[config.mk]
export PLATFORM = sky130hd
export DESIGN_NAME = sdram_port_arbiter
export DESIGN_NICKNAME = d
export VERILOG_FILES = /design/src/rtl/sdram_port_arbiter.sv
export SDC_FILE = /design/constraint.sdc
export NUM_CORES = 1
export LEC_CHECK = 0
export BUFFER_PORTS_ARGS = -buffer_cell sky130_fd_sc_hd__clkbuf_2
export CORE_AREA = 4 4 109 111
export CTS_CLUSTER_SIZE = 8
export DETAILED_ROUTE_END_ITERATION = 10
export DIE_AREA = 0 0 113 115
export PLACE_DENSITY = 0.57
export SYNTH_ARGS = -nofsm -noshare
export SYNTH_HDL_FRONTEND = slang
export SYNTH_SLANG_ARGS = --single-unit
[constraint.sdc]
create_clock -name clk -period 3.39 [get_ports clk]
set_clock_uncertainty 0.1 [all_clocks]
set_input_delay 0.1695 -clock clk [delete_from_list [all_inputs] [get_ports clk]]
set_output_delay 0.1695 -clock clk [all_outputs]
set_load 0.05 [all_outputs]
[src/rtl/sdram_port_arbiter.sv]
// sdram_port_arbiter
// Shares a single SDRAM controller command port among NUM_PORTS requesters.
// A two-state FSM (ARB / ISSUE) picks a winner, then holds its command on the
// controller until cmd_ready. Read responses come back in issue order and are
// steered to the issuing port through a small tag FIFO.
//
// Build option: define SDRAM_ARB_FIXED_PRIO_EN to replace round-robin with
// fixed priority (lowest eligible index wins). Ports and timing are identical
// in both builds.
//
// RD_DEPTH must be a power of two and at least 2.

module sdram_port_arbiter #(
    parameter int NUM_PORTS = 4,
    parameter int RD_DEPTH  = 4,
    parameter int ADDR_W    = 26
) (
    input  logic                          clk,
    input  logic                          reset,
    input  logic [NUM_PORTS-1:0]          req_valid,
    output logic [NUM_PORTS-1:0]          req_ready,
    input  logic [NUM_PORTS-1:0]          req_write,
    input  logic [NUM_PORTS*ADDR_W-1:0]   req_addr,
    input  logic [NUM_PORTS*16-1:0]       req_wdata,
    input  logic [NUM_PORTS*2-1:0]        req_wstrb,
    output logic [NUM_PORTS-1:0]          rsp_valid,
    output logic [15:0]                   rsp_data,
    output logic                          read,
    output logic                          write,
    output logic [ADDR_W-1:0]             addr,
    output logic [1:0]                    wr_strb,
    output logic [15:0]                   data_write,
    input  logic                          cmd_ready,
    input  logic [15:0]                   data_read,
    input  logic                          data_read_val,
    output logic [$clog2(RD_DEPTH):0]     rd_outstanding,
    output logic                          err_orphan
);

    localparam int PW     = (NUM_PORTS > 1) ? $clog2(NUM_PORTS) : 1;
    localparam int TW     = $clog2(RD_DEPTH);
    localparam int CW     = TW + 1;
    localparam int DATA_W = 16;

    typedef enum logic [0:0] {
        ST_ARB   = 1'b0,
        ST_ISSUE = 1'b1
    } state_t;

    state_t                r_state;
    state_t                w_state_nxt;

    logic [PW-1:0]         r_grant;
    logic [PW-1:0]         r_last_grant;
    logic [PW-1:0]         w_winner;
    logic                  w_win_found;
    logic [NUM_PORTS-1:0]  w_eligible;

    logic [PW-1:0]         r_tag_mem [RD_DEPTH];
    logic [TW-1:0]         r_wr_ptr;
    logic [TW-1:0]         r_rd_ptr;
    logic [CW-1:0]         r_count;
    logic                  r_err_orphan;

    logic                  w_in_issue;
    logic                  w_g_write;
    logic                  w_accept;
    logic                  w_push;
    logic                  w_pop;
    logic                  w_tag_full;

    // Return-path control: a pop frees a slot in the same cycle, so a read
    // may win arbitration in the very cycle the FIFO drains one entry.
    assign w_pop      = data_read_val && (r_count != '0);
    assign w_tag_full = (r_count == CW'(RD_DEPTH)) && !w_pop;

    // Issue qualifiers; everything command-facing is forced low while reset is held.
    assign w_in_issue = (r_state == ST_ISSUE) && !reset;
    assign w_g_write  = req_write[r_grant];
    assign w_accept   = w_in_issue && cmd_ready;
    assign w_push     = w_accept && !w_g_write;

    // Eligibility: writes always qualify, reads only while a tag slot is free.
    always_comb begin
        w_eligible = '0;
        for (int p = 0; p < NUM_PORTS; p++) begin
            w_eligible[p] = req_valid[p] && (req_write[p] || !w_tag_full);
        end
    end

`ifdef SDRAM_ARB_FIXED_PRIO_EN
    // Fixed priority: scan from the top so the lowest eligible index is the last write.
    always_comb begin
        w_winner    = '0;
        w_win_found = 1'b0;
        for (int i = NUM_PORTS - 1; i >= 0; i--) begin
            if (w_eligible[i]) begin
                w_winner    = PW'(i);
                w_win_found = 1'b1;
            end
        end
    end
`else
    // Round-robin: search last_grant+1 upward with wrap; scanning the offsets
    // in reverse leaves the nearest eligible port as the final assignment.
    always_comb begin
        logic [PW:0] idx;
        w_winner    = '0;
        w_win_found = 1'b0;
        idx         = '0;
        for (int i = NUM_PORTS; i >= 1; i--) begin
            idx = {1'b0, r_last_grant} + (PW+1)'(i);
            if (idx >= (PW+1)'(NUM_PORTS)) begin
                idx = idx - (PW+1)'(NUM_PORTS);
            end
            if (w_eligible[idx[PW-1:0]]) begin
                w_winner    = idx[PW-1:0];
                w_win_found = 1'b1;
            end
        end
    end
`endif

    // FSM state register.
    always_ff @(posedge clk) begin
        if (reset) begin
            r_state <= ST_ARB;
        end else begin
            r_state <= w_state_nxt;
        end
    end

    // FSM next state and controller-facing command outputs.
    always_comb begin
        w_state_nxt = r_state;
        read        = 1'b0;
        write       = 1'b0;
        addr        = '0;
        wr_strb     = '0;
        data_write  = '0;
        req_ready   = '0;
        case (r_state)
            ST_ARB: begin
                if (w_win_found) begin
                    w_state_nxt = ST_ISSUE;
                end
            end
            ST_ISSUE: begin
                if (w_in_issue) begin
                    read       = !w_g_write;
                    write      = w_g_write;
                    addr       = req_addr[r_grant*ADDR_W +: ADDR_W];
                    wr_strb    = req_wstrb[r_grant*2 +: 2];
                    data_write = req_wdata[r_grant*DATA_W +: DATA_W];
                end
                if (w_accept) begin
                    req_ready   = NUM_PORTS'(1) << r_grant;
                    w_state_nxt = ST_ARB;
                end
            end
            default: begin
                w_state_nxt = ST_ARB;
            end
        endcase
    end

    // Grant bookkeeping: capture the winner in ARB, remember it once accepted.
    always_ff @(posedge clk) begin
        if (reset) begin
            r_grant      <= '0;
            r_last_grant <= PW'(NUM_PORTS - 1);
        end else begin
            if ((r_state == ST_ARB) && w_win_found) begin
                r_grant <= w_winner;
            end
            if (w_accept) begin
                r_last_grant <= r_grant;
            end
        end
    end

    // Tag FIFO storage holds the issuing port of each outstanding read.
    always_ff @(posedge clk) begin
        if (w_push) begin
            r_tag_mem[r_wr_ptr] <= r_grant;
        end
    end

    // Tag FIFO pointers and occupancy; push and pop together leave the count unchanged.
    always_ff @(posedge clk) begin
        if (reset) begin
            r_wr_ptr <= '0;
            r_rd_ptr <= '0;
            r_count  <= '0;
        end else begin
            if (w_push) begin
                r_wr_ptr <= r_wr_ptr + 1'b1;
            end
            if (w_pop) begin
                r_rd_ptr <= r_rd_ptr + 1'b1;
            end
            case ({w_push, w_pop})
                2'b10:   r_count <= r_count + 1'b1;
                2'b01:   r_count <= r_count - 1'b1;
                default: r_count <= r_count;
            endcase
        end
    end

    // Sticky flag for read data arriving with no read outstanding.
    always_ff @(posedge clk) begin
        if (reset) begin
            r_err_orphan <= 1'b0;
        end else if (data_read_val && (r_count == '0)) begin
            r_err_orphan <= 1'b1;
        end
    end

    // Response steering: the head tag selects which port sees this beat.
    always_comb begin
        rsp_valid = '0;
        rsp_data  = '0;
        if (w_pop && !reset) begin
            rsp_valid = NUM_PORTS'(1) << r_tag_mem[r_rd_ptr];
            rsp_data  = data_read;
        end
    end

    assign rd_outstanding = reset ? '0 : r_count;
    assign err_orphan     = r_err_orphan && !reset;

endmodule

# Word-level counts from Yosys, hierarchy flattened
# Memory sizes are Yosys's and may differ from the RTL's. A register that Yosys moved wholly into a read port is not among the register bits.
# Cells that the tools add are included.
# word_totals
regBits,13
ramBits,8
inputBits,204
output_inout_bits,74
elab_cells,108
memories,1
# memory_table
memory,depth,width,read_ports,rd_ports_with_merged_regs,wr,line,text
r_tag_mem,4,2,1,1,1,59,logic [PW-1:0] r_tag_mem [RD_DEPTH];
# op_classes
addsub,12
multipliers,1
order_cmp,9
n_eq_ne,3
n_shift,5
n_mux,45
bitwise,1
n_reduce_logical,24
# op_table
operator,count
$shiftx A104 B8 Y26,1
$shiftx A64 B7 Y16,1
$mux W26,2
$mux W16,3
$mux W2,12
$mux W1,17
$lt A2 B3 Y1 const B,5
$logic_and A1 B1 Y1,13
$ge A3 B3 Y1 const B,4
$mux W4,3
$bmux W1 S2,5
$shiftx A8 B4 Y2,1
$shl A1 B2 Y4 const A,2
$sub A2 B1 Y2 const B,4
$add A2 B2 Y3 const B,2
$mul A2 B4 Y6 const B,1
$pmux W3 S2,1
$add A2 B1 Y2 const B,2
$logic_not A1 Y1,4
$logic_or A1 B1 Y1,4
$add A2 B1 Y3 const B,1
$add A2 B3 Y3 const B,1
$add A3 B1 Y3 const B,1
$eq A3 B3 Y1 const B,1
other kinds (9),9

# Logic depth before layout (Yosys ltp)
# depth
ltp_word,15
depth_mapped,10
mapped_depth_nobuf,10

# Least setup slack after synthesis
# OpenSTA, ideal clock, no wires.
# synth_path
kind,register to output
start,register (tool-made name)
end,output rsp_valid[1]
arrival_ns,2.530
t_required_ns,3.120
slack_ns,0.591
path_stages_with_launch,3
path_cell_list,dfxtp_1 > mux4_2 > nor4b_1
# synth_lines
element,line,text
to (decl),26,"output logic [NUM_PORTS-1:0] rsp_valid,"

# Worst setup path after layout
# layout_path
start,register r_grant[0]
end,output addr[25]
# layout_between
elab_chain_len,4
# layout_rtl
element,line,text
from (decl),53,logic [PW-1:0] r_grant;
from (signal assigned),174,r_grant <= w_winner;
$mul A2 B4 Y6,152,addr = req_addr[r_grant*ADDR_W +: ADDR_W];
$shiftx A104 B8 Y26,152,
$mux W26,149,if (w_in_issue) begin
$mux W26,142,case (r_state)
to (decl),30,"output logic [ADDR_W-1:0] addr,"
# No other way between the ends.

==> results.tsv <==
metric	value	unit
relative slew slack	55.4	%
clock power share	15.2	%
chip height	115	µm
initial core utilization	24.6	%
Post-Syn Area	0.00266	mm²
Max Clock Freq	366	MHz
maximum vdd drop	0.000131	V
I/O pins	278	
post-synthesis sequential area ratio	20.3	%
Post-Syn Instances	237	
critical path class	reg2out	
sw frac	41.0	%
hold buffer count at cts	0	
Leak	2.11	nW
Post-synth top cells	and2_1, mux4_2, and3_1, dfxtp_1, nor2_1	
first-pass GRT wire length	15600	µm
nets@finish	712	
top cell type's share of synthesized area	39.8	%
Vias/cell	4.75	
TritonCTS clock tree	built	
RSZ-0062 raised after global routing	false	
total power	1.15	mW
Comb power frac	56.2	%
Psw	0.473	mW
final core occ	38.8	%
clock-pin slew on the worst setup and hold paths	80	ps
Num Clock Sinks	23	
Worst Setup Start Kind	register	
largest net degree at the start of global routing	52	
HPWL Detailed	9120	µm
RePlAce Congestion	0.934	
initial antenna violation count	1	
Die Footprint	0.0130	mm²
DR pass1 iterations	4	
WL/cell	16.4	µm
layout cells sized above 1	68.7	%
Residual DRC	0	
Filler cells	1075	
crit path cell chain	buf_4 -> mux4_2 -> and2_1 -> clkbuf_2	
Max Fanout on Critical Path	35	
IO buf count	277	
delay of the slowest critical-path stage	590	ps
sum of negative setup slack	0	ps
grt total ovfl	0	
Longest Clk Path Bufs	2	
HP Class	in2reg	
number of synthesized flops with an enable pin	8	
Std-Cell Rows	38	
clock period minus worst slack	2730	ps
hold slack	70.7	ps
worst-margin pin slew	669	ps
Top delay family on crit path	buffers and inverters	
Post-CTS Repair Setup Buffers	0	
syn nets	447	
# setup viols final	0	
part of the cycle the worst path needs	80.7	%
Antenna Nets Post-Route	0	
Power per Cell Area	275	mW/mm²
DP Area	0.00414	mm²
unique cell type count in the Yosys netlist	43	
status	finished clean	
vias in the first global route	3145	
final instance area	0.00419	mm²
worst setup margin	656	ps
Reg power frac	28.6	%
WP data required	3120	ps
Post-synth ARST share	0	%
ranking of synthesized cells by area	mux4_2, and2_1, dfxtp_1	
flops & latches, synth	23	
count leader, synth	and2_1	
synth warn	0	
Die X	113	µm
MaxCap Viol Count	0	
crit path DAT	2460	ps
Iteration-0 DRC Markers	172	
Crit path buffers/inverters	2	
post-route insts no fill	641	
final hold violations	0	
Core Box Area	0.0108	mm²
final slew viol count	0	
Avg Cell Area, Syn	11.2	µm²
Post-CTS Resized	0	
Skew-Pair Late Insertion Delay	270	ps
H-Tree Depth	1	
Synth Flop Type	dfxtp_1	
Placed Instances	637	
worst-path cell with the longest stage delay	mux4_2	
antenna diode count	0	
Total Routed Length	10500	µm
cell taking the most area after synthesis	mux4_2	
Layout area overhead	57.7	%
Crit. End Element	output port	
pre-CTS WS	702	ps
Int Pwr	0.679	mW
total track usage	14.7	%
TritonCTS buffer count	3	
vias	3043	
CTS root buf	clkbuf_8	
worst register-to-register path, stage by stage (launching register included):
cell     delay (ps)
dfxtp_4         560
mux4_2          590
nor2_2          290
inv_1            80
ha_1            230
inv_1            70
fa_1            170
xor2_1           70
or3_1           300
a21oi_1         140
layer usage:
layer | global-route usage, % | part of all wire (%) | vias up
met1 | 18.2 | 37 | 1402
met4 | 2.08 | 0.70 | 2
met3 | 5.16 | 12 | 6
met2 | 25.4 | 50 | 203
met5 | 0 | 0.066 | -
li1 | - | - | 1430
placed cells by master (no fill, tap or decap), types with 2 or more instances in the layout:
master and n:
nand2_1 6, nor3_1 5, clkbuf_8 3, nor2_1 15
nor2b_1 4, and3_1 17, o211ai_1 2, edfxtp_1 8
ha_1 5, buf_4 3, dfxtp_1 13, and2_1 49
xor2_1 3, xnor2_1 2, mux4_2 47, o21ai_2 3
a21oi_1 4, clkbuf_2 277, inv_1 9
power groups by stage:
stage / clock, mW / sequential, mW / combinational, mW
floorplan: 0 / 0.322 / 0.464
global placement: 0 / 0.336 / 0.642
detailed placement: 0 / 0.337 / 0.652
CTS: 0.181 / 0.331 / 0.655
global route: 0.192 / 0.335 / 0.697
finish: 0.175 / 0.329 / 0.648
logic make-up after synthesis:
kind of cell / count (synthesis) / synth area share, %
buf+inv: 30 / 5.46
compound gates: 19 / 6.03
xor+xnor: 5 / 1.65
flops: 23 / 20.3
simple gates: 106 / 23.2
fa+ha+maj: 6 / 3.11
mux: 48 / 40.2
registers in the layout (all words and copies together), names as in the netlist, named ones only:
signal	flops
r_tag_mem	8
r_count	3
r_grant	2
r_last_grant	2
r_rd_ptr	2
r_wr_ptr	2
r_err_orphan	1
r_state	1
worst paths after layout:
kind,depth (start not counted),from,slack (ps),end
setup reg to reg,9,r_grant[0],730,r_count[2]
hold / removal,3,data_read_val,70,r_err_orphan
hold reg to reg,2,r_err_orphan,370,r_err_orphan
setup / recovery,4,r_grant[0],660,addr[25]
final cells by class:
cell class | count | area [µm²] | share of cell area (%)
multi-input combinational | 184 | 1970 | 47.1
timing repair buffer | 280 | 1410 | 33.6
sequential | 23 | 546 | 13.0
tap | 140 | 175 | 4.18
clock buffer | 3 | 41.3 | 0.985
inverter | 10 | 37.5 | 0.896
clock inverter | 1 | 7.51 | 0.179
Power figures use the tool's default switching activity.
